==> src/rtl/gamma_sequencer_if.sv <==
`default_nettype none
// ============================================================================
// Module      : gamma_sequencer_if
// Description : Host/primitive signal bundle for the gamma-cycle sequencer.
//               The slave side is the sequencer; the master side is the
//               host plus the race-logic primitives it drives and samples.
// Revision    : 1.0 - initial release
// ============================================================================
interface gamma_sequencer_if #(
  parameter int GAMMA_CYCLE_WIDTH = 16,
  parameter int NUM_IN            = 2,
  parameter int NUM_OUT           = 1
);
  localparam int TW = $clog2(GAMMA_CYCLE_WIDTH) + 1;

  logic                   start;
  logic                   mode;
  logic [NUM_IN*TW-1:0]   in_times;
  logic [NUM_OUT-1:0]     result;
  logic                   set;
  logic [NUM_IN-1:0]      spikes;
  logic                   busy;
  logic                   done;
  logic [NUM_OUT*TW-1:0]  out_times;

  modport master (
    output start, mode, in_times, result,
    input  set, spikes, busy, done, out_times
  );

  modport slave (
    input  start, mode, in_times, result,
    output set, spikes, busy, done, out_times
  );
endinterface
`default_nettype wire

==> src/rtl/gamma_sequencer.sv <==
`default_nettype none
// ============================================================================
// Module      : gamma_sequencer
// Description : Runs one race-logic gamma cycle: arms the SR latches, encodes
//               the latched spike times onto the spike lines as steps or
//               pulses, and time-stamps the first high sample of each
//               primitive output.
// Revision    : 1.0 - initial release
// ============================================================================
module gamma_sequencer #(
  parameter int GAMMA_CYCLE_WIDTH = 16,
  parameter int PULSE_WIDTH       = 8,
  parameter int NUM_IN            = 2,
  parameter int NUM_OUT           = 1
) (
  input wire logic         aclk,
  input wire logic         grst_n,
  gamma_sequencer_if.slave bus
);

  localparam int TW = $clog2(GAMMA_CYCLE_WIDTH) + 1;
  // "No spike" marker; real time stamps are always below it.
  localparam logic [TW-1:0] T_INF  = TW'(GAMMA_CYCLE_WIDTH);
  localparam logic [TW-1:0] T_LAST = TW'(GAMMA_CYCLE_WIDTH - 1);
  // One extra bit so time + PULSE_WIDTH cannot wrap.
  localparam logic [TW:0]   PW_EXT = (TW+1)'(PULSE_WIDTH);

  typedef enum logic [1:0] {
    S_IDLE = 2'd0,
    S_SET  = 2'd1,
    S_RUN  = 2'd2,
    S_DONE = 2'd3
  } state_t;

  state_t                 state;
  state_t                 state_next;
  logic                   set_w;
  logic                   busy_w;
  logic                   done_w;
  logic                   run_w;
  logic                   accept_w;

  logic [TW-1:0]          t_cnt;
  logic [NUM_IN*TW-1:0]   times_q;
  logic                   mode_q;
  logic [NUM_IN-1:0]      spikes_w;
  logic [NUM_OUT*TW-1:0]  out_times_q;

  // A start request is only honoured while idle; no queueing.
  assign accept_w = (state == S_IDLE) && bus.start;

  // State register.
  always_ff @(posedge aclk or negedge grst_n) begin
    if (!grst_n) begin
      state <= S_IDLE;
    end else begin
      state <= state_next;
    end
  end

  // Next-state and state-decoded outputs.
  always_comb begin
    state_next = state;
    set_w      = 1'b0;
    busy_w     = 1'b1;
    done_w     = 1'b0;
    run_w      = 1'b0;
    case (state)
      S_IDLE: begin
        busy_w = 1'b0;
        if (bus.start) begin
          state_next = S_SET;
        end
      end
      S_SET: begin
        set_w      = 1'b1;
        state_next = S_RUN;
      end
      S_RUN: begin
        run_w = 1'b1;
        if (t_cnt == T_LAST) begin
          state_next = S_DONE;
        end
      end
      S_DONE: begin
        done_w     = 1'b1;
        state_next = S_IDLE;
      end
      default: begin
        state_next = S_IDLE;
      end
    endcase
  end

  // Capture the job parameters on accept and run the window time counter.
  always_ff @(posedge aclk or negedge grst_n) begin
    if (!grst_n) begin
      times_q <= '0;
      mode_q  <= 1'b0;
      t_cnt   <= '0;
    end else begin
      if (accept_w) begin
        times_q <= bus.in_times;
        mode_q  <= bus.mode;
      end
      if (state == S_SET) begin
        t_cnt <= '0;
      end else if (state == S_RUN) begin
        t_cnt <= t_cnt + 1'b1;
      end
    end
  end

  // Spike encoders: purely a decode of the registered counter and latched
  // times, so no input can reach the spike lines combinationally. Spikes
  // are gated to RUN, which also truncates pulses at the window end and
  // keeps them low while set is high.
  for (genvar i = 0; i < NUM_IN; i++) begin : g_enc
    logic [TW:0] time_ext;
    logic [TW:0] t_ext;
    logic [TW:0] end_ext;
    logic        step_hit;
    logic        pulse_hit;

    assign time_ext  = {1'b0, times_q[i*TW +: TW]};
    assign t_ext     = {1'b0, t_cnt};
    assign end_ext   = time_ext + PW_EXT;
    assign step_hit  = (t_ext >= time_ext);
    assign pulse_hit = step_hit && (t_ext < end_ext);
    assign spikes_w[i] = run_w && (mode_q ? pulse_hit : step_hit);
  end

  // Result decoders: each lane keeps the first time its primitive was seen
  // high; the lane is re-armed to "no spike" when a new job is accepted.
  for (genvar j = 0; j < NUM_OUT; j++) begin : g_dec
    always_ff @(posedge aclk or negedge grst_n) begin
      if (!grst_n) begin
        out_times_q[j*TW +: TW] <= T_INF;
      end else if (accept_w) begin
        out_times_q[j*TW +: TW] <= T_INF;
      end else if (run_w && bus.result[j] &&
                   (out_times_q[j*TW +: TW] == T_INF)) begin
        out_times_q[j*TW +: TW] <= t_cnt;
      end
    end
  end

  assign bus.set       = set_w;
  assign bus.busy      = busy_w;
  assign bus.done      = done_w;
  assign bus.spikes    = spikes_w;
  assign bus.out_times = out_times_q;

endmodule
`default_nettype wire

==> src/flat_wrapper.sv <==
// flat-port wrapper written by rule: the top's interface ports become plain ports
module gamma_sequencer_flat 
#(
  parameter int GAMMA_CYCLE_WIDTH = 16,
  parameter int PULSE_WIDTH       = 8,
  parameter int NUM_IN            = 2,
  parameter int NUM_OUT           = 1
)
  (aclk, grst_n, bus_start, bus_mode, bus_in_times, bus_result, bus_set, bus_spikes, bus_busy, bus_done, bus_out_times);
  gamma_sequencer_if #(.GAMMA_CYCLE_WIDTH(GAMMA_CYCLE_WIDTH), .NUM_IN(NUM_IN), .NUM_OUT(NUM_OUT)) bus_i ();
  input wire logic aclk;
  input wire logic grst_n;
  input wire logic [$bits(bus_i.start)-1:0] bus_start;
  input wire logic [$bits(bus_i.mode)-1:0] bus_mode;
  input wire logic [$bits(bus_i.in_times)-1:0] bus_in_times;
  input wire logic [$bits(bus_i.result)-1:0] bus_result;
  output wire logic [$bits(bus_i.set)-1:0] bus_set;
  output wire logic [$bits(bus_i.spikes)-1:0] bus_spikes;
  output wire logic [$bits(bus_i.busy)-1:0] bus_busy;
  output wire logic [$bits(bus_i.done)-1:0] bus_done;
  output wire logic [$bits(bus_i.out_times)-1:0] bus_out_times;
  assign bus_i.start = bus_start;
  assign bus_i.mode = bus_mode;
  assign bus_i.in_times = bus_in_times;
  assign bus_i.result = bus_result;
  assign bus_set = bus_i.set;
  assign bus_spikes = bus_i.spikes;
  assign bus_busy = bus_i.busy;
  assign bus_done = bus_i.done;
  assign bus_out_times = bus_i.out_times;
  gamma_sequencer #(.GAMMA_CYCLE_WIDTH(GAMMA_CYCLE_WIDTH), .PULSE_WIDTH(PULSE_WIDTH), .NUM_IN(NUM_IN), .NUM_OUT(NUM_OUT)) u_core (.aclk(aclk), .grst_n(grst_n), .bus(bus_i));
endmodule
==> config.mk <==
export PLATFORM = sky130hd
export DESIGN_NAME = gamma_sequencer_flat
export DESIGN_NICKNAME = d
export VERILOG_FILES = /design/src/rtl/gamma_sequencer_if.sv /design/src/rtl/gamma_sequencer.sv /design/src/flat_wrapper.sv
export SDC_FILE = /design/constraint.sdc
export NUM_CORES = 1
export LEC_CHECK = 0
export CORE_ASPECT_RATIO = 0.9
export CORE_UTILIZATION = 42
export DETAILED_ROUTE_END_ITERATION = 10
export PLACE_DENSITY = 0.67
export SETUP_SLACK_MARGIN = 0.05
export SLEW_MARGIN = 10
export SYNTH_ARGS = -nofsm -noshare
export SYNTH_HDL_FRONTEND = slang
export SYNTH_SLANG_ARGS = --single-unit
==> constraint.sdc <==
create_clock -name aclk -period 4.8 [get_ports aclk]
set_input_delay 0.96 -clock aclk [delete_from_list [all_inputs] [get_ports aclk]]
set_output_delay 0.96 -clock aclk [all_outputs]
set_load 0.1 [all_outputs]
**Word-level counts from Yosys, hierarchy flattened**

Index checks and enable logic that the tools add are counted.

- Register bits: 23
- Input bits: 15
- Word-level logic and storage cells: 43

- Add/subtract/negate cells: 3
- Magnitude comparators: 4
- Eq/ne operators: 7
- Muxes and demuxes: 13
- Reduce and logical (&&, ||, !) cells: 11

Operators with widths:

| operator | count |
|---|---|
| 2-to-1 mux 5 bit | 4 |
| adder 5 x 4 -> 6 bit, second input constant | 2 |
| less-than comparator 5 x 6 -> 1 bit | 2 |
| greater-or-equal comparator 5 bit | 2 |
| case mux 2 bit (4 select lines) | 1 |
| logical AND 1 bit | 7 |
| 2-to-1 mux 1 bit | 6 |
| adder 5 x 1 -> 5 bit, second input constant | 1 |
| == test 5 x 4 -> 1 bit, second input constant | 1 |
| == test 5 bit, second input constant | 1 |
| == test 2 bit, second input constant | 2 |
| 2-to-1 mux 2 bit | 2 |
| nonzero test 2 bit | 2 |
| == test 2 x 1 -> 1 bit, second input constant | 1 |
| logical NOT 2 bit | 1 |
| != test 2 x 1 -> 1 bit, second input constant | 1 |
| != test 2 bit, second input constant | 1 |
| AND reduction 2 bit | 1 |

**Longest topological paths before layout**

- Word-level depth: 6
- Mapped depth: 7
- Depth with buffers taken out: 6

**Worst setup path after synthesis**

OpenSTA, ideal clock, no wires.

- Kind: register -> output
- From: register u_core.times_q[8]
- To: output bus_spikes[1]
- Data arrival time: 2.598 ns
- Slack: 1.242 ns
- Cell stages (with the launch flop): 7
- Buffers on the path: 0
- Cell sequence: dfrtp_1 -> ha_1 -> inv_1 -> ha_1 -> nor3b_1 -> o31ai_1 -> a21oi_1

- Word-level cells in the longest chain between the ends: 5
- Elaborated cells between the ends (all ways): 6
- Those cells by class: add/sub (1); order compare (2); mux (1); reduce/logical (2)

Ends and longest elaborated chain:

| element | RTL line | source |
|---|---|---|
| from (decl) | gamma_sequencer.sv:44 | `logic [NUM_IN*TW-1:0] times_q;` |
| from (signal assigned) | gamma_sequencer.sv:103 | `times_q <= bus.in_times;` |
| adder 5 x 4 -> 6 bit | gamma_sequencer.sv:127 | `assign end_ext = time_ext + PW_EXT;` |
| less-than comparator 5 x 6 -> 1 bit | gamma_sequencer.sv:129 | `assign pulse_hit = step_hit && (t_ext < end_ext);` |
| logical AND 1 bit | gamma_sequencer.sv:129 |  |
| 2-to-1 mux 1 bit (*) | gamma_sequencer.sv:130 | `assign spikes_w[i] = run_w && (mode_q ? pulse_hit : step_hit);` |
| logical AND 1 bit (*) | gamma_sequencer.sv:130 |  |
| to (decl) | flat_wrapper.sv:18 | `output wire logic [$bits(bus_i.spikes)-1:0] bus_spikes;` |

Every way passes the cells marked *; elsewhere a longest branch is shown, timed or not.

**Worst setup path in the final report**

Same ends and word-level chain as after synthesis.

==> key figures <==
Final layout
  – Diodes inserted: 0
  – Fin nets: 214
  – Area Overhead vs Synth: 22.8%
  – Fraction of layout cells with a size suffix above 1: 6.86%
  – Finished Layout Cells: 217
  – Filler cell count in the final layout: 316

Clocking
  – Clk sinks: 23
  – Level count of the clock H-tree: 1
  – CTS tree: done
  – CTS buffer count: 3
  – Resized cells post-CTS: 0
  – Clock Path Buffers: 2
  – Post-CTS setup buffers: 0
  – Clock Latency Late Sink: 0.26 ns
  – CTS root buf: clkbuf_8
  – Hold Buf Count CTS: 0
  – Reg clk slew, reported paths: 0.08 ns

Worst setup path
  – Crit path required time: 3.84 ns
  – Setup crit end kind: output port
  – Origin of the critical flop-to-flop path: u_core.state[0]
  – CP Max Fanout: 3
  – Worst setup path category: register to output port
  – Worst R2R Setup Slack: 2.91 ns
  – R2r endpoint: u_core.times_q[5]
  – Cell depth of the worst flop-to-flop path: 4
  – Worst path arrival time: 2.84 ns
  – Type of origin of the critical path: register

Yosys
  – Distinct cell type count after synthesis: 27
  – Synth Cell Area: 0.00142 sq mm
  – Count leader, synth: ha_1
  – Post-synthesis area per instance: 9.40 sq um
  – Flip-flop and latch count after synthesis: 23
  – Asr flop ratio synth: 100%
  – Main synth FF type: dfrtp_1
  – Seq/Total Area, Yosys: 40.6%
  – Number of synthesized flops with an enable pin: 0
  – Synthesized instance count: 151
  – Area contributors post-synth: dfrtp_1 39%, ha_1 20%, inv_1 5.0%, o21ai_0 4.9%, a21oi_1 3.9%
  – Synth Warn #: 0
  – Synth cell count leaders: 23 x ha_1, 22 x dfrtp_1, 19 x inv_1
  – Syn Nets: 189
  – Synth area leader: dfrtp_1
  – Post-synth top area share: 38.8%

Route
  – DR WL/cell: 13.2 um
  – Remaining DRCs: 0
  – 1st-iter DRT viols: 31
  – Pre-Repair DR Iteration Count: 2
  – Wirelength, routed: 2870 um
  – Final ANT Viol Nets: 0
  – Vias per inst: 5.02
  – Routed via count: 1,090

Hold path
  – Hold path endpoint: u_core.bus.out_times[4]
  – Hold path start: u_core.bus.out_times[4]
  – Worst hold path type: register to register
  – WHS Path Cells: 1

Global route
  – Antenna violations before repair: 0
  – GRT Overall Usage: 18.2%
  – Vias in the first global route: 1,132
  – Overflow after GRT: 0
  – Largest net degree at the start of global routing: 25
  – First-pass GRT wire length: 5070 um

Timing
  – Fin crit period: 3.80 ns
  – Fin. Hold Viols: 0
  – Period utilization: 79.3%
  – Actual slew at the worst max-slew pin: 1.06 ns
  – Setup TNS: 0 ns
  – Achievable Freq: 263 MHz
  – Final setup vio count: 0
  – RSZ-0062 raised after global routing: no
  – Slew headroom: 29.3%
  – Fin Clk Skew: 0.00288 ns
  – Slew Viols, Final: 0

Floorplan
  – Die Height: 57.2 um
  – Core area: 0.00314 sq mm
  – Starting density of the core: 45.3%
  – Die Footprint: 0.00362 sq mm
  – DIE WIDTH: 63.3 um
  – Ports: 25
  – Row count: 19

Placed design
  – Placed Cells incl. Taps: 213
  – Post-DP HPWL: 2160 um
  – Port bufs: 24
  – Final GP Congestion: 0.816

Flow run
  – Max_cap viols: 0

Outcome
  – Status: completed
-- layout make-up --
class                   instances  area [sq um]  area share (%)
multi-input cells             105           757            43.4
flip-flops and latches         23           577            33.1
repair buffers                 24           240            13.8
inverters                      19          71.3            4.09
well taps                      42          52.6            3.01
clock buffers                   3          41.3            2.37
clock inverters                 1          5.00           0.287
-- through the flow --
stage	area (sq um)	utilization [%]	setup WS, ns	hold slack (ns)
after floorplan	1420	-	1.24	0.487
after global placement	1700	54.1	1.35	0.509
after detailed placement	1700	54.1	1.31	0.513
after CTS	1740	55.6	1.01	0.527
after global routing	1740	55.6	0.895	0.539
final	1740	55.6	0.996	0.524
-- logic make-up after synthesis --
kind of cell | Yosys count | share of synthesized area [%]
compound gates | 35 | 14.2
flops | 23 | 40.6
buf+inv | 23 | 6.08
simple gates | 43 | 15.7
fa+ha+maj | 23 | 20.3
mux | 4 | 3.17
-- worst max-delay path: stages, from the launching register on --
cell             delay [ns]
dfrtp_1                0.42
ha_1                   0.29
inv_1                  0.04
ha_1                   0.19
nor3b_1                0.20
o31ai_1                0.10
a21oi_1                0.18
clkdlybuf4s50_1        1.16
-- worst max-delay path by stage --
stage / startpoint / end / slack (ns) / cells past startpoint
finish: u_core.times_q[8] / bus_spikes[1] / 1.0 / 7
global route: u_core.t_cnt[0] / bus_spikes[1] / 0.90 / 7
CTS: u_core.times_q[8] / bus_spikes[1] / 1.01 / 7
detailed placement: u_core.times_q[8] / bus_spikes[1] / 1.31 / 7
global placement: u_core.times_q[8] / bus_spikes[1] / 1.35 / 7
floorplan: u_core.times_q[8] / bus_spikes[1] / 1.24 / 6
-- placed cells by master, fill, tap and decap left out, types with 4 or more instances in the layout --
cell type / count
o21ai_0: 14
nor2b_1: 4
ha_1: 23
mux2_2: 4
inv_1: 19
nand3_1: 4
nor2_1: 11
clkdlybuf4s50_1: 24
a21oi_1: 11
nand2_1: 13
dfrtp_1: 22
-- registers in the layout, summed over array words and instances (netlist names) --
name                  count
u_core.bus.out_times      5
u_core.mode_q             1
u_core.t_cnt              5
u_core.times_q           10
u_core.state              2
-- metal layers --
layer | up-vias | share of wire [%] | GRT usage [%]
met1 | 509 | 49 | 22.9
met3 | 2 | 4.0 | 5.80
met2 | 17 | 46 | 31.2
met5 | - | 0 | 0
li1 | 562 | - | -
met4 | 0 | 0.59 | 3.57
Power is left out: the tool's default activity adds up to more than one toggle a clock period on the data nets, which glitch-free logic cannot reach.
==> RTL change 1: new RTL, same flow settings <==
Re-encode `state_t` (4 states) as Gray code, 2 bits wide.
--- a/src/rtl/gamma_sequencer.sv
+++ b/src/rtl/gamma_sequencer.sv
@@ -26,10 +26,10 @@
   localparam logic [TW:0]   PW_EXT = (TW+1)'(PULSE_WIDTH);
 
   typedef enum logic [1:0] {
-    S_IDLE = 2'd0,
-    S_SET  = 2'd1,
-    S_RUN  = 2'd2,
-    S_DONE = 2'd3
+    S_IDLE = 2'b00,
+    S_SET  = 2'b01,
+    S_RUN  = 2'b11,
+    S_DONE = 2'b10
   } state_t;
 
   state_t                 state;
Function: no difference found for any inputs over 10 cycles, from zero or initial values and one cycle with grst_n low; not proved beyond that.
==> RTL change 1 against the original RTL <==
Sequential share of layout area increased by 2.4 points. Area after synthesis decreased by 6.0%. Count of clock-buffer cells in the layout unchanged. Sequential cell count unchanged. Routed wire length decreased by 4.5%. Critical path depth unchanged. Cell area decreased by 6.7%. Worst setup slack got worse by 0.063 ns. Critical path type unchanged. Critical endpoint unchanged.
Power is left out: the tool's default activity adds up to more than one toggle a clock period on the data nets, which glitch-free logic cannot reach.
==> RTL change 1: results (changes against the original RTL) <==
DR pass1 iterations - 4 (was 2)
Seq/Total Area, Yosys - 0.432 (was 0.406)
# fillers - 303 (was 316)
Layout Area Growth over Synthesis - 21.9% (was 22.8%)
Layout Nets - 201 (was 214)
Yosys cell types - 29 (was 27)
Largest net degree at the start of global routing - 24 (was 25)
Comb_multi_in - 102 (was 105)
Met1 Track Usage GR - 0.242 (was 0.229)
Signal buffers share of area - 0.148 (was 0.138)
Commonest cells post-synth - dfrtp_1, nand2_1, ha_1, inv_1, o21ai_0 (was ha_1, dfrtp_1, inv_1, o21ai_0, nand2_1)
Post-CTS Setup Repair Bufs - 0 (unchanged)
Iteration-0 DRC Markers - 26 (was 31)
Synth Area per Inst - 9.34 um2 (was 9.40 um2)
DRT met1 WL - 1.32 mm (was 1.42 mm)
Area of the multi-input gates - 678 um2 (was 757 um2)
Status - finished clean (unchanged)
Top cells by area, synth - dfrtp_1, ha_1, nand2_1 (was dfrtp_1, ha_1, inv_1)
Worst-Skew Late Latency - 0.32 ns (was 0.26 ns)
M2 GR Usage - 0.312 (about the same)
First-pass GRT wire length - 4.71 mm (was 5.07 mm)
Syn Nets - 176 (was 189)
Clk slew on worst S/H paths - 0.14 ns (was 0.08 ns)
Worst slew pin tran - 1.01 ns (was 1.06 ns)
Hpwl dp - 2.05 mm (was 2.16 mm)
Synth Area in Compound Gates - 0.149 (was 0.142)
Register area - 577 um2 (unchanged)
Mux share of post-synthesis cell area - 0.00750 (was 0.0317)
Overall routing resource usage - 0.187 (was 0.182)
Input/output buffers - 24 (unchanged)
Post-DP Area - 0.00160 mm2 (was 0.00170 mm2)
Share of layout cells above drive strength 1 - 0.0719 (was 0.0686)
Arrival time worst endpoint - 2.91 ns (was 2.84 ns)
Drt total wl - 2.74 mm (was 2.87 mm)
Met3 Use GR - 0.0492 (was 0.0580)
Vias in the first global route - 1,065 (was 1,132)
Final RePlAce weighted congestion - 0.752 (was 0.816)
Cell family with most CP delay - buffers and inverters (unchanged)
Clk sinks - 23 (unchanged)
Wire length per cell - 13.1 um (was 13.2 um)
Slowest Stage Delay on Critical Path - 1.16 ns (about the same)
Synth Area in Adders - 0.169 (was 0.203)
Clock-cell share of area - 0.0169 (was 0.0265)
Routed wl met2 - 1.32 mm (about the same)
Inst Count DP - 205 (was 213)
Die Wd - 61.4 um (was 63.3 um)
Max reg flops - 10 (unchanged)
Place WS - 1.31 ns (about the same)
Clk root buf - clkbuf_4 (was clkbuf_8)
Skew final - 0.0197 ns (was 0.00288 ns)
-- RTL change 1: cell count changes after synthesis, moves of 3 or more --
cell	delta
a22o_2	+4
a21oi_1	-5
nor3b_1	-3
mux2_2	-4
ha_1	-5
nor2_1	-4
nand2_1	+9
clkbuf_1	-3
inv_1	-5
-- RTL change 1: worst paths after layout --
check                                                    from                       endpoint  slack [ns]  cells after the start
worst max-delay path            u_core.times_q[8]$_DFFE_PN0P_                  bus_spikes[1]        0.93                      7
worst min-delay path            u_core.times_q[5]$_DFFE_PN0P_  u_core.times_q[5]$_DFFE_PN0P_        0.51                      2
worst max register to register    u_core.state[1]$_DFFE_PN0P_  u_core.times_q[3]$_DFFE_PN0P_        3.27                      3
worst min register to register  u_core.times_q[5]$_DFFE_PN0P_  u_core.times_q[5]$_DFFE_PN0P_        0.51                      2
max in group asynchronous                              grst_n  u_core.times_q[3]$_DFFE_PN0P_        3.00                      1
min in group asynchronous                              grst_n      u_core.mode_q$_DFFE_PN0P_        1.18                      1
==> RTL change 2: new RTL, same flow settings <==
Without the edit above. `GAMMA_CYCLE_WIDTH` is set to 16 in 3 places; all go to 32.
--- a/src/rtl/gamma_sequencer_if.sv
+++ b/src/rtl/gamma_sequencer_if.sv
@@ -7,7 +7,7 @@
 // Revision    : 1.0 - initial release
 // ============================================================================
 interface gamma_sequencer_if #(
-  parameter int GAMMA_CYCLE_WIDTH = 16,
+  parameter int GAMMA_CYCLE_WIDTH = 32,
   parameter int NUM_IN            = 2,
   parameter int NUM_OUT           = 1
 );
--- a/src/rtl/gamma_sequencer.sv
+++ b/src/rtl/gamma_sequencer.sv
@@ -8,7 +8,7 @@
 // Revision    : 1.0 - initial release
 // ============================================================================
 module gamma_sequencer #(
-  parameter int GAMMA_CYCLE_WIDTH = 16,
+  parameter int GAMMA_CYCLE_WIDTH = 32,
   parameter int PULSE_WIDTH       = 8,
   parameter int NUM_IN            = 2,
   parameter int NUM_OUT           = 1
--- a/src/flat_wrapper.sv
+++ b/src/flat_wrapper.sv
@@ -1,7 +1,7 @@
 // flat-port wrapper written by rule: the top's interface ports become plain ports
 module gamma_sequencer_flat 
 #(
-  parameter int GAMMA_CYCLE_WIDTH = 16,
+  parameter int GAMMA_CYCLE_WIDTH = 32,
   parameter int PULSE_WIDTH       = 8,
   parameter int NUM_IN            = 2,
   parameter int NUM_OUT           = 1
Interface: changed (resized bus_in_times and bus_out_times); port bits go from 25 to 28. The function was not compared with the original's and may differ.
==> RTL change 2 against the original RTL <==
Sequential cell count increased by 4. Cell count increased by 14%. Largest cell class unchanged. Routed wire length rose by 24%. Worst setup slack better by 0.61 ns. Cell area grew 17%. Area after synthesis grew 18%.
Power is not shown: default switching activity piles up to over one toggle a cycle in this logic, so the estimate is an artifact.
==> RTL change 2: results (changes against the original RTL) <==
Post-cts hold buffer count - 0 (unchanged)
Seq/Total Area, Yosys - 0.405 (was 0.406)
CP max FO - 6 (was 3)
Worst path slowest cell - clkdlybuf4s50_1 (unchanged)
Via count - 1,306 (was 1,090)
Clk slew on worst S/H paths - 0.10 ns (was 0.08 ns)
Max reg flops - 12 (was 10)
M2 GR Usage - 0.339 (was 0.312)
Largest net degree at the start of global routing - 28 (was 25)
Met3 Use GR - 0.0438 (was 0.0580)
Wire length per cell - 14.3 um (was 13.2 um)
Vias in the first global route - 1,288 (was 1,132)
Met1 Track Usage GR - 0.228 (was 0.229)
Iteration-0 DRC Markers - 58 (was 31)
First-pass GRT wire length - 5.78 mm (was 5.07 mm)
Number of antenna violations at the first check in global routing - 0 (unchanged)
Share of layout cells above drive strength 1 - 0.0792 (was 0.0686)
Top cells by area, synth - dfrtp_1, ha_1, o21ai_0 (was dfrtp_1, ha_1, inv_1)
Yosys cell types - 35 (was 27)
Skew final - 0.00316 ns (was 0.00288 ns)
Slowest Stage Delay on Critical Path - 1.17 ns
Clk root buf - clkbuf_8 (unchanged)
Overall routing resource usage - 0.187 (was 0.182)
Syn Nets - 216 (was 189)
Worst-Skew Late Latency - 0.28 ns (was 0.26 ns)
Post-DP Area - 0.00199 mm2 (was 0.00170 mm2)
Input/output buffers - 27 (was 24)
Largest Register - u_core.times_q (unchanged)
Status - finished clean (unchanged)
Worst slew margin - 0.346 (was 0.293)
Commonest cells post-synth - dfrtp_1, ha_1, o21ai_0, inv_1, nand2_1 (was ha_1, dfrtp_1, inv_1, o21ai_0, nand2_1)
DR pass1 iterations - 4 (was 2)
[RTL change 2: changes by cell type after synthesis, sizes merged, moves of 2 or more]
cell / before / now
a2111oi: 0 / 2
dfrtp: 22 / 26
ha: 23 / 26
nand2b: 1 / 4
nor3b: 3 / 1
o21ai: 14 / 20
o31ai: 3 / 0
xnor2: 0 / 3
[RTL change 2: worst paths after layout]
kind	start	end	slack (ns)	depth (start not counted)
max in group asynchronous	grst_n	u_core.bus.out_times[5]$_DFFE_PN1P_	3.44	2
worst max-delay path	u_core.state[1]$_DFFE_PN0P_	bus_set	1.60	3
worst min register to register	u_core.bus.out_times[5]$_DFFE_PN1P_	u_core.bus.out_times[5]$_DFFE_PN1P_	0.52	1
min in group asynchronous	grst_n	u_core.times_q[4]$_DFFE_PN0P_	1.05	2
worst max register to register	u_core.state[0]$_DFFE_PN0P_	u_core.mode_q$_DFFE_PN0P_	2.86	5
worst min-delay path	u_core.bus.out_times[5]$_DFFE_PN1P_	u_core.bus.out_times[5]$_DFFE_PN1P_	0.52	1
[RTL change 2: area by class of cell]
cell class | instances | area, um2
clock buffers | 3 | 41.3
multi-input cells | 123 | 908
repair buffers | 29 | 280
clock inverters | 1 | 7.51
well taps | 46 | 57.6
flip-flops and latches | 27 | 677
fillers | 370 | 1710
inverters | 19 | 71.3
[RTL change 2: kinds of logic after synthesis]
group           share of synthesized area
compound gates                      0.162
xor+xnor                           0.0210
fa+ha+maj                           0.195
buf+inv                            0.0516
flops                               0.405
mux                                0.0269
simple gates                        0.139
[RTL change 2: metal layers]
metal  vias to the layer above  part of all wire
met5                         -                 0
met4                         0            0.0056
met3                         2             0.035
met2                        24              0.50
met1                       612              0.46
li1                        668                 -
[RTL change 2: through the flow]
stage	std cells	worst slack [ns]	utilization	hold slack, ns
final	248	1.60	0.544	0.521
after global routing	248	1.46	0.544	0.542
after CTS	248	1.58	0.544	0.527
after detailed placement	244	1.91	0.531	0.511
after global placement	244	1.94	0.531	0.508
after floorplan	173	0.579	-	0.487
